`src/rtl/tdm_demux.sv`:
```
// tdm_demux -- serial TDM receiver. Locks onto frame boundaries from a
// 1-bit stream with frame sync and distributes each time slot into its own
// parallel channel register.
//
// Ports:
//   clk        system clock, rising edge
//   rst_n      asynchronous active-low reset
//   bit_en     serial bit strobe; din/fsync are sampled only when it is 1
//   din        serial data bit, MSB of each slot first
//   fsync      frame sync; 1 marks the current bit as channel 0 MSB
//   ch_data    channel registers, channel k at [k*CH_W +: CH_W]
//   ch_valid   one-cycle pulse for the channel whose register just updated
//   frame_done one-cycle pulse together with ch_valid[NUM_CH-1]
//   locked     1 while the receiver is in RECV (this is the FSM state view)
//   sync_err   one-cycle pulse on a missing or misplaced frame sync
//
// Interface protocol: there is no backpressure. A bit is transferred on every
// rising edge where bit_en=1. Every output pulse is registered and appears in
// the cycle right after the bit_en cycle that caused it, and lasts one cycle.
// ch_data only changes in a cycle where the matching ch_valid bit is 1.
module tdm_demux #(
  parameter int NUM_CH = 4,
  parameter int CH_W   = 8
) (
  input  logic                     clk,
  input  logic                     rst_n,
  input  logic                     bit_en,
  input  logic                     din,
  input  logic                     fsync,
  output logic [NUM_CH*CH_W-1:0]   ch_data,
  output logic [NUM_CH-1:0]        ch_valid,
  output logic                     frame_done,
  output logic                     locked,
  output logic                     sync_err
);

  localparam int BW = $clog2(CH_W);
  localparam int CW = $clog2(NUM_CH);
  localparam int SW = CH_W - 1;
  localparam logic [BW-1:0] BIT_LAST = BW'(CH_W - 1);
  localparam logic [CW-1:0] CH_LAST  = CW'(NUM_CH - 1);

  typedef enum logic {HUNT = 1'b0, RECV = 1'b1} state_t;

  state_t                   state_q, state_d;
  logic [BW-1:0]            bit_cnt_q, bit_cnt_d;
  logic [CW-1:0]            ch_cnt_q, ch_cnt_d;
  // Only CH_W-1 bits are stored: the LSB arrives on din and completes the slot.
  logic [SW-1:0]            shift_q, shift_d;
  logic [NUM_CH*CH_W-1:0]   ch_data_d;
  logic [NUM_CH-1:0]        ch_valid_d;
  logic                     frame_done_d;
  logic                     sync_err_d;
  logic [CH_W-1:0]          shifted;
  logic                     at_start;

  assign locked = (state_q == RECV);

  always_ff @(posedge clk or negedge rst_n) begin
    if (!rst_n) begin
      state_q    <= HUNT;
      bit_cnt_q  <= '0;
      ch_cnt_q   <= '0;
      shift_q    <= '0;
      ch_data    <= '0;
      ch_valid   <= '0;
      frame_done <= 1'b0;
      sync_err   <= 1'b0;
    end else begin
      state_q    <= state_d;
      bit_cnt_q  <= bit_cnt_d;
      ch_cnt_q   <= ch_cnt_d;
      shift_q    <= shift_d;
      ch_data    <= ch_data_d;
      ch_valid   <= ch_valid_d;
      frame_done <= frame_done_d;
      sync_err   <= sync_err_d;
    end
  end

  always_comb begin
    state_d      = state_q;
    bit_cnt_d    = bit_cnt_q;
    ch_cnt_d     = ch_cnt_q;
    shift_d      = shift_q;
    ch_data_d    = ch_data;
    ch_valid_d   = '0;
    frame_done_d = 1'b0;
    sync_err_d   = 1'b0;
    shifted      = {shift_q, din};
    at_start     = (bit_cnt_q == '0) && (ch_cnt_q == '0);

    if (bit_en) begin
      unique case (state_q)
        HUNT: begin
          if (fsync) begin
            shift_d    = '0;
            shift_d[0] = din;
            bit_cnt_d  = BW'(1);
            ch_cnt_d   = '0;
            state_d    = RECV;
          end
        end
        RECV: begin
          if (fsync && !at_start) begin
            // Misplaced sync: drop the partial slot and restart the frame on this bit.
            sync_err_d = 1'b1;
            shift_d    = '0;
            shift_d[0] = din;
            bit_cnt_d  = BW'(1);
            ch_cnt_d   = '0;
          end else if (!fsync && at_start) begin
            // Missing sync: this bit is not trusted, go back to hunting.
            sync_err_d = 1'b1;
            shift_d    = '0;
            bit_cnt_d  = '0;
            ch_cnt_d   = '0;
            state_d    = HUNT;
          end else if (bit_cnt_q == BIT_LAST) begin
            for (int k = 0; k < NUM_CH; k++) begin
              if (ch_cnt_q == CW'(k)) begin
                ch_data_d[k*CH_W +: CH_W] = shifted;
                ch_valid_d[k]             = 1'b1;
              end
            end
            frame_done_d = (ch_cnt_q == CH_LAST);
            shift_d      = '0;
            bit_cnt_d    = '0;
            ch_cnt_d     = (ch_cnt_q == CH_LAST) ? '0 : ch_cnt_q + CW'(1);
          end else begin
            shift_d   = shifted[SW-1:0];
            bit_cnt_d = bit_cnt_q + BW'(1);
          end
        end
        default: state_d = HUNT;
      endcase
    end
  end

endmodule

```
`config.mk`:
```
export PLATFORM = sky130hd
export DESIGN_NAME = tdm_demux
export DESIGN_NICKNAME = d
export VERILOG_FILES = /design/src/rtl/tdm_demux.sv
export SDC_FILE = /design/constraint.sdc
export NUM_CORES = 1
export LEC_CHECK = 0
export BUFFER_PORTS_ARGS = -buffer_cell sky130_fd_sc_hd__buf_2
export CAP_MARGIN = 5
export CORE_MARGIN = 4
export CORE_UTILIZATION = 57
export DETAILED_ROUTE_END_ITERATION = 12
export GPL_TIMING_DRIVEN = 0
export PLACE_DENSITY = 0.89
export RECOVER_POWER = 25
export SYNTH_ARGS = -nofsm -noshare
export SYNTH_HDL_FRONTEND = slang
export SYNTH_SLANG_ARGS = --single-unit
```
`constraint.sdc`:
```
create_clock -name clk -period 3.9 [get_ports clk]
set_input_delay 0.78 -clock clk [delete_from_list [all_inputs] [get_ports clk]]
set_output_delay 0.78 -clock clk [all_outputs]
set_load 0.1 [all_outputs]
```
# ---- Word-level counts from Yosys, hierarchy flattened
# Cells that the tools add are included.
dict set report op_classes {
  n_addsub 2
  n_eq_ne 6
  mux 38
  bitwise_logic 3
  reduce_logical 13
}
# op n
set op_table {}
lappend op_table {{two-way mux 7 bit} 4}
lappend op_table {{AND reduction 6 bit} 4}
lappend op_table {{two-way mux 4 bit} 5}
lappend op_table {{two-way mux 1 bit} 16}
lappend op_table {{one-hot mux 7 bit (2 select lines)} 1}
lappend op_table {{two-way mux 3 bit} 4}
lappend op_table {{two-way mux 2 bit} 5}
lappend op_table {{one-hot mux 3 bit (2 select lines)} 1}
lappend op_table {{== test 2 bit (second input constant)} 2}
lappend op_table {{!= test 4 x 1 -> 1 bit (second input constant)} 1}
lappend op_table {{one-hot mux 2 bit (2 select lines)} 1}
lappend op_table {{adder 3 x 1 -> 3 bit (second input constant)} 1}
lappend op_table {{== test 3 bit (second input constant)} 1}
lappend op_table {{logical AND 1 bit} 3}
lappend op_table {{zero test 3 bit} 1}
lappend op_table {{NOT 1 bit} 3}
lappend op_table {{AND reduction 3 bit} 1}
lappend op_table {{adder 2 x 1 -> 2 bit (second input constant)} 1}
lappend op_table {{== test 2 x 1 -> 1 bit (second input constant)} 1}
lappend op_table {{zero test 1 bit} 2}
lappend op_table {{zero test 2 bit} 1}
lappend op_table {{!= test 2 bit (second input constant)} 1}
lappend op_table {{one-hot mux 1 bit (2 select lines)} 1}
lappend op_table {{AND reduction 2 bit} 1}
dict set report word_totals {
  ff_bits 51
  in_bits 5
  out_inout_bits 39
}

# ---- Longest topological paths before layout
# Gate-level depths: netlist of run 1.
dict set report depth {
  depth_word 7
  ltp_mapped 9
}

# ---- Worst setup path before layout of run 1
# No wires, ideal clock.
dict set report synth_timing {
  path_type {register -> register}
  start {register ch_cnt_q[0]}
  end {register ch_data[10]}
  setup_time_ns 0.126
  t_arrival_ns 2.020
  required_time_ns 3.774
  slack_ns 1.754
  stages_incl_launch_ff 10
  path_buffers 1
  synth_period_minus_slack_ns 2.146
  cell_sequence {dfrtp_1 > inv_1 > ha_1 > and3b_1 > inv_1 > ha_1 > and4_2 > buf_2 > nand2_2 > mux2_2}
}
dict set report synth_between {
  elab_chain_cells 6
  word_cells_on_any_way 9
  classes_between {eq/ne: 1; bitwise: 2; reduce/logical: 6}
}
# item line
set synth_rtl {}
lappend synth_rtl {{from (decl)} 47} ;# logic [CW-1:0] ch_cnt_q, ch_cnt_d;
lappend synth_rtl {{from (signal assigned)} 72} ;# ch_cnt_q <= ch_cnt_d;
lappend synth_rtl {{zero test 2 bit} 91} ;# at_start = (bit_cnt_q == '0) && (ch_cnt_q == '0);
lappend synth_rtl {{logical AND 1 bit} 91}
lappend synth_rtl {{zero test 1 bit} 105} ;# if (fsync && !at_start) begin
lappend synth_rtl {{logical AND 1 bit} 105}
lappend synth_rtl {{NOT 1 bit (no line)} n/a}
lappend synth_rtl {{AND reduction 6 bit (no line) (*)} n/a}
lappend synth_rtl {{to (signal assigned)} 74} ;# ch_data <= ch_data_d;
lappend synth_rtl {{to (decl)} 30} ;# output logic [NUM_CH*CH_W-1:0] ch_data,
# Mark *: on every way between the ends. The rest lies on a longest branch, timed or not.
# A chain may end at the register's enable or synchronous reset.

==> reports/metrics.csv, run 1 <==
metric,value,unit
status,"complete, but fails checks",
failing checks,"capacitance limit, slew limit",
Max Root-Sink Buffers,2,
PD cells,526,nW/um^2
min-delay src,ch_data[9]$_DFFE_PN0P_,
CTS root buf,clkbuf_8,
max incr delay on CP,1.76,ns
leak pwr,1.42,nW
Tcrit/Tclk final,0.684,
"commonest non-fill, non-tap cell in the layout",dfrtp_1,
mux cell area share after synthesis,0.185,
die width,68.8,um
via count,1373,
unrepaired setup endpoints after global routing,false,
XOR/XNOR Fraction of Synth Area,0,
CTS tree,done,
WP data arrival,2.56,ns
YS warnings,0,
post-synthesis sequential area ratio,0.593,
Yosys top cell area share,0.593,
# DRC,0,
endpoints failing hold,0,
Synth area leader,dfrtp_1,
synthesized instance count,147,
DRT iter0 DRCs,90,
drt pass-1 iters,4,
pin count of the biggest net entering global routing,51,
Clock transition at path regs,0.08,ns
Fmax,375,MHz
Crit. End Element,asynchronous set/reset pin,
Worst-Margin Slew,2.52,ns
# H-tree levels,2,
Crit path max-delay family,buffers and inverters,
compound-gate portion of the synthesized area,0.0664,
fraction of the mapped netlist area in adder cells,0.0652,
simple-gate share of the synthesized area,0.0629,
final slew viol count,51,
R2R Path Start,ch_cnt_q[0]$_DFFE_PN0P_,
Critical path buffers and inverters,1,
post-DP HPWL,3.05,mm
grt ovf,0,
worst min-delay path class,flop to flop,
IO Port Bufs,43,
IO Count,44,
element type at the critical path start,primary input,
Fin Hold WS,0.511,ns
Util after Layout,0.721,
Max Clock Skew,0.00885,ns
# Post-CTS Setup Buffers,0,
worst skew pair latency,0.31,ns
first-pass GRT wire length,6.93,mm
setup TNS,0,ns
WL/cell,17.4,um
Final ANT Viol Nets,0,
die area,4740,um^2
GRT Overall Usage,0.208,
core area,3440,um^2
area grow syn2layout,17.6,%
Final setup viols,0,
initial antenna violation count,0,
share of layout cells above drive strength 1,0.449,
Crit Path Class,primary input to asynchronous set/reset pin,
Syn Nets,163,
Post-Syn Area per Cell,14.4,um^2
number of global-route vias before repair,1409,
max_cap viols,1,
Post-Synthesis Cell Area,2110,um^2
Final min period,2.67,ns
"commonest cells after routing, fill and taps aside","50 x dfrtp_1, 43 x buf_2, 23 x mux2_2, 11 x ha_1",
Total Wirelength,4.26,mm
worst slack at placement,1.50,ns
Resize count post-CTS,0,
crit path launch,rst_n,
Synth area leaders,"dfrtp_1 59%, mux2_2 12%, ha_1 6.5%",
clock sink total,50,
Critical Path Fanout Max,50,
n_diodes,0,
CP max stage cell,clkbuf_1,
Worst Path Required,3.79,ns
die span in y,68.8,um
Final #Nets,213,
post-layout worst setup margin,1.23,ns
main combinational cell family by area after synthesis,multiplexers,
Yosys cell types,30,
CTS Buf Count,5,
Slew HR,-0.678,
Initial Util,0.613,
VDD IR max,0.000555,V
worst path cell trace,clkbuf_1,
Placer Congestion,0.880,
row count,21,
"FF+latch count, synth",50,
Post-CTS Hold Buffers,0,
Via density,5.63,
[through the flow]
stage / instances / power (mW) / area, um^2
2_1_floorplan: 147 / 0.905 / 2110
3_3_place_gp: 236 / 0.969 / 2380
3_5_place_dp: 236 / 0.994 / 2380
4_1_cts: 244 / 1.31 / 2480
5_1_grt: 244 / 1.37 / 2480
6_report: 244 / 1.30 / 2480
[worst paths after layout]
check                                               to  slack (ns)  cells past startpoint
worst max register to register  shift_q[2]$_DFFE_PN0P_        1.48                      8
max in group clk                shift_q[2]$_DFFE_PN0P_        1.48                      8
worst min-delay path            ch_data[9]$_DFFE_PN0P_        0.51                      1
worst min register to register  ch_data[9]$_DFFE_PN0P_        0.51                      1
worst max-delay path            ch_data[9]$_DFFE_PN0P_        1.23                      1
min in group asynchronous       ch_data[0]$_DFFE_PN0P_        1.24                      1
[state kept, by name (all words and copies together) (netlist names)]
name,flops
ch_data,32
locked,1
shift_q,7
sync_err,1
ch_valid,4
ch_cnt_q,2
bit_cnt_q,3
[synth_stat cells, drive strengths merged]
| cell type | count |
|---|---|
| or2b | 1 |
| clkbuf | 1 |
| and2 | 3 |
| a31oi | 1 |
| o22ai | 1 |
| and4 | 1 |
| nor2 | 3 |
| inv | 8 |
| nand2 | 6 |
| a21oi | 3 |
| o21a | 1 |
| buf | 3 |
| o31ai | 1 |
| nand3b | 1 |
| dfrtp | 50 |
| nor4 | 1 |
| and3b | 1 |
| nor3 | 3 |
| or3 | 1 |
| a22o | 8 |
| nor4b | 1 |
| mux2 | 32 |
| ha | 11 |
| o21ai | 4 |
| a21o | 1 |
[power by group]
part	leakage [nW]	switching [mW]	internal, mW	total (mW)
Sequential	0.685	0.0555	0.568	0.623
Clock	0.0514	0.173	0.146	0.318
Combinational	0.685	0.274	0.0888	0.363
Total	1.42	0.502	0.803	1.30
[final cells by class]
cell class | count | area (um^2)
buffer | 4 | 27.5
tap | 46 | 57.6
multi-input combinational | 85 | 801
timing repair buffer | 43 | 214
clock buffer | 6 | 82.6
inverter | 8 | 30.0
sequential | 50 | 1250
fill | 251 | 961
clock inverter | 2 | 17.5
[layer usage]
layer,part of all wire,vias up,global-route usage
li1,-,619,-
met1,0.39,707,0.234
met2,0.53,35,0.371
met3,0.053,12,0.0438
met4,0.025,0,0.107
met5,0,-,0
[worst reg2reg max path: stages (launching register included)]
cell,delay [ns]
dfrtp_1,0.44
inv_1,0.11
ha_1,0.20
and3b_1,0.22
inv_1,0.06
ha_1,0.23
nand3b_1,0.23
nor3_1,0.63
a22o_1,0.24
[logic make-up after synthesis]
family / Yosys count
buf+inv: 12
compound gates: 20
flops: 50
mux: 32
fa+ha+maj: 11
simple gates: 22
No activity file was read; power rests on OpenSTA's default activity.
==> run 2, diff against run 1 <==
--- a/config.mk
+++ b/config.mk
@@ -8,10 +8,10 @@
 export BUFFER_PORTS_ARGS = -buffer_cell sky130_fd_sc_hd__buf_2
 export CAP_MARGIN = 5
 export CORE_MARGIN = 4
-export CORE_UTILIZATION = 57
+export CORE_UTILIZATION = 48
 export DETAILED_ROUTE_END_ITERATION = 12
 export GPL_TIMING_DRIVEN = 0
-export PLACE_DENSITY = 0.89
+export PLACE_DENSITY = 0.8
 export RECOVER_POWER = 25
 export SYNTH_ARGS = -nofsm -noshare
 export SYNTH_HDL_FRONTEND = slang
==> constraint.sdc (replaced) <==
create_clock -name clk -period 2.25 [get_ports clk]
set_input_delay 0.45 -clock clk [delete_from_list [all_inputs] [get_ports clk]]
set_output_delay 0.45 -clock clk [all_outputs]
set_load 0.1 [all_outputs]
==> run 2 against run 1 <==
Effect of this change: the flow now finishes without violations; via count down 3.7%; first-iteration DRC count decreased by 20%; sequential power up 72%; combinational power up 85%; hold slack got worse by 0.13 ns; non-clock buffer count grew 1; largest cell class unchanged.
==> reports/metrics.csv, run 2 (same netlist as run 1, synthesis figures left out) <==
metric,value,unit
Tcrit/Tclk final,0.956,
Worst R2R Setup Slack,0.1,ns
WP data arrival,2.34,ns
Top reg by flops,ch_data,
# H-tree levels,2,
die area,5520,um^2
Placed Cells,240,
setup TNS,0,ns
GRT Overall Usage,0.155,
CTS root buf,clkbuf_8,
worst skew pair latency,0.30,ns
Logic pwr share,0.293,
row count,23,
CP max stage cell,or3_4,
crit path launch,ch_cnt_q[0]$_DFFE_PN0P_,
worst path cell trace,"inv_2, ha_4, and3b_2, inv_1, ha_4, inv_1, or3_4, mux2_4",
Reg power frac,0.468,
"commonest cells after routing, fill and taps aside","50 x dfrtp_1, 42 x buf_2, 23 x mux2_2, 9 x ha_1",
via count,1322,
final cell count without fillers,249,
pin count of the biggest net entering global routing,51,
register area,1250,um^2
area grow syn2layout,20.6,%
Fmax,465,MHz
core area,4120,um^2
Clk pwr share,0.239,
drt pass-1 iters,4,
Initial Util,0.513,
Crit Path Class,flop to flop,
number of global-route vias before repair,1323,
first-pass GRT wire length,6.43,mm
Crit. End Element,flop,
VDD IR max,0.000707,V
Worst-Margin Slew,1.19,ns
endpoints failing hold,0,
Final #Nets,214,
grt ovf,0,
Final ANT Viol Nets,0,
max_cap viols,0,
die span in y,74.3,um
R2R Path Start,ch_cnt_q[0]$_DFFE_PN0P_,
crit path to,ch_data[30]$_DFFE_PN0P_,
multi-input logic area,852,um^2
n_diodes,0,
initial antenna violation count,0,
Cell Int Power,1.42,mW
Clock transition at path regs,0.09,ns
Switching Fraction,0.380,
WL/cell,15.9,um
leak pwr,1.46,nW
Total Wirelength,3.96,mm
Final min period,2.15,ns
final slew viol count,0,
CTS tree,done,
element type at the critical path start,flop,
post-DP HPWL,2.74,mm
Fill cells,347,
Slew HR,0.206,
Via density,5.31,
Largest regs,"ch_data x32, shift_q x7, ch_valid x4",
Critical Path Fanout Max,8,
IO Port Bufs,43,
CTS Buf Count,5,
Final setup viols,0,
max incr delay on CP,0.48,ns
die width,74.3,um
clock sink total,50,
Max Root-Sink Buffers,2,
Worst Path Required,2.44,ns
DRT iter0 DRCs,72,
status,finished clean,
Max Clock Skew,0.00394,ns
# DRC,0,
IO Count,44,
"commonest non-fill, non-tap cell in the layout",dfrtp_1,
Placer Congestion,0.809,
Post-CTS Hold Buffers,0,
PD cells,903,nW/um^2
NetSw,873,uW
share of layout cells above drive strength 1,0.492,
Reg2Reg Capture Point,ch_data[30]$_DFFE_PN0P_,
Largest register FFs,32,
worst min-delay path class,primary input to asynchronous set/reset pin,
Worst Reg-to-Reg Cells,8,
run 2: cell types whose count changed in the layout (fill, tap and decap cells not counted), sizes merged:
cell	previous run	this run
buf	45	46
clkinvlp	0	1
clkinv	2	0
inv	8	9
run 2: through the flow:
stage	area (um^2)	util	total power [mW]	hold WS, ns	worst slack (ns)
detailed placement	2390	0.580	1.71	0.488	-0.131
CTS	2530	0.615	2.29	0.381	0.00638
global route	2540	0.618	2.42	0.429	-0.00435
finish	2540	0.618	2.30	0.379	0.0987
global placement	2390	0.580	1.70	0.475	-0.116
floorplan	2110	-	1.57	0.154	0.104
run 2: per-layer routing:
metal | global-route usage | vias up | routed length (um)
li1 | - | 621 | -
met4 | 0.0632 | 0 | 68
met1 | 0.198 | 657 | 1750
met2 | 0.248 | 36 | 1920
met5 | 0 | - | 0
met3 | 0.0432 | 8 | 219
run 2: critical path: cells and delay by family, from the launching register on:
kind                     cells  cell delay (ns)
AND/OR/NAND/NOR              2             0.70
adder cells (fa/ha/maj)      2             0.42
flip-flops                   1             0.40
multiplexers                 1             0.33
buffers and inverters        3             0.19
run 2: layout make-up:
type,count,area share
inverter,8,0.0118
timing repair buffer,46,0.0935
sequential,50,0.492
buffer,2,0.00443
clock buffer,6,0.0325
clock inverter,2,0.00639
multi-input combinational,85,0.335
tap,50,0.0246
run 2: timing repair:
item,CTS,global route
endpoints found under the setup margin,38,38
gates resized for setup,7,4
pin swaps,3,1
setup buffers,2,1
run 2: power by group through the flow:
stage / Combinational [mW] / Clock (mW) / Sequential (mW)
after detailed placement: 0.619 / 0 / 1.09
after CTS: 0.642 / 0.570 / 1.07
after global placement: 0.608 / 0 / 1.09
after floorplan: 0.229 / 0 / 1.34
final: 0.673 / 0.550 / 1.07
after global routing: 0.725 / 0.600 / 1.09
run 2: worst min-delay path by stage:
stage | endpoint | from | depth (start not counted)
after detailed placement | ch_data[21]$_DFFE_PN0P_ | ch_data[21]$_DFFE_PN0P_ | 1
final | ch_data[18]$_DFFE_PN0P_ | rst_n | 1
after global routing | locked$_DFFE_PN0P_ | bit_en | 2
after CTS | ch_data[18]$_DFFE_PN0P_ | rst_n | 1
after global placement | ch_data[9]$_DFFE_PN0P_ | ch_data[9]$_DFFE_PN0P_ | 1
after floorplan | bit_cnt_q[0]$_DFFE_PN0P_ | rst_n | 0
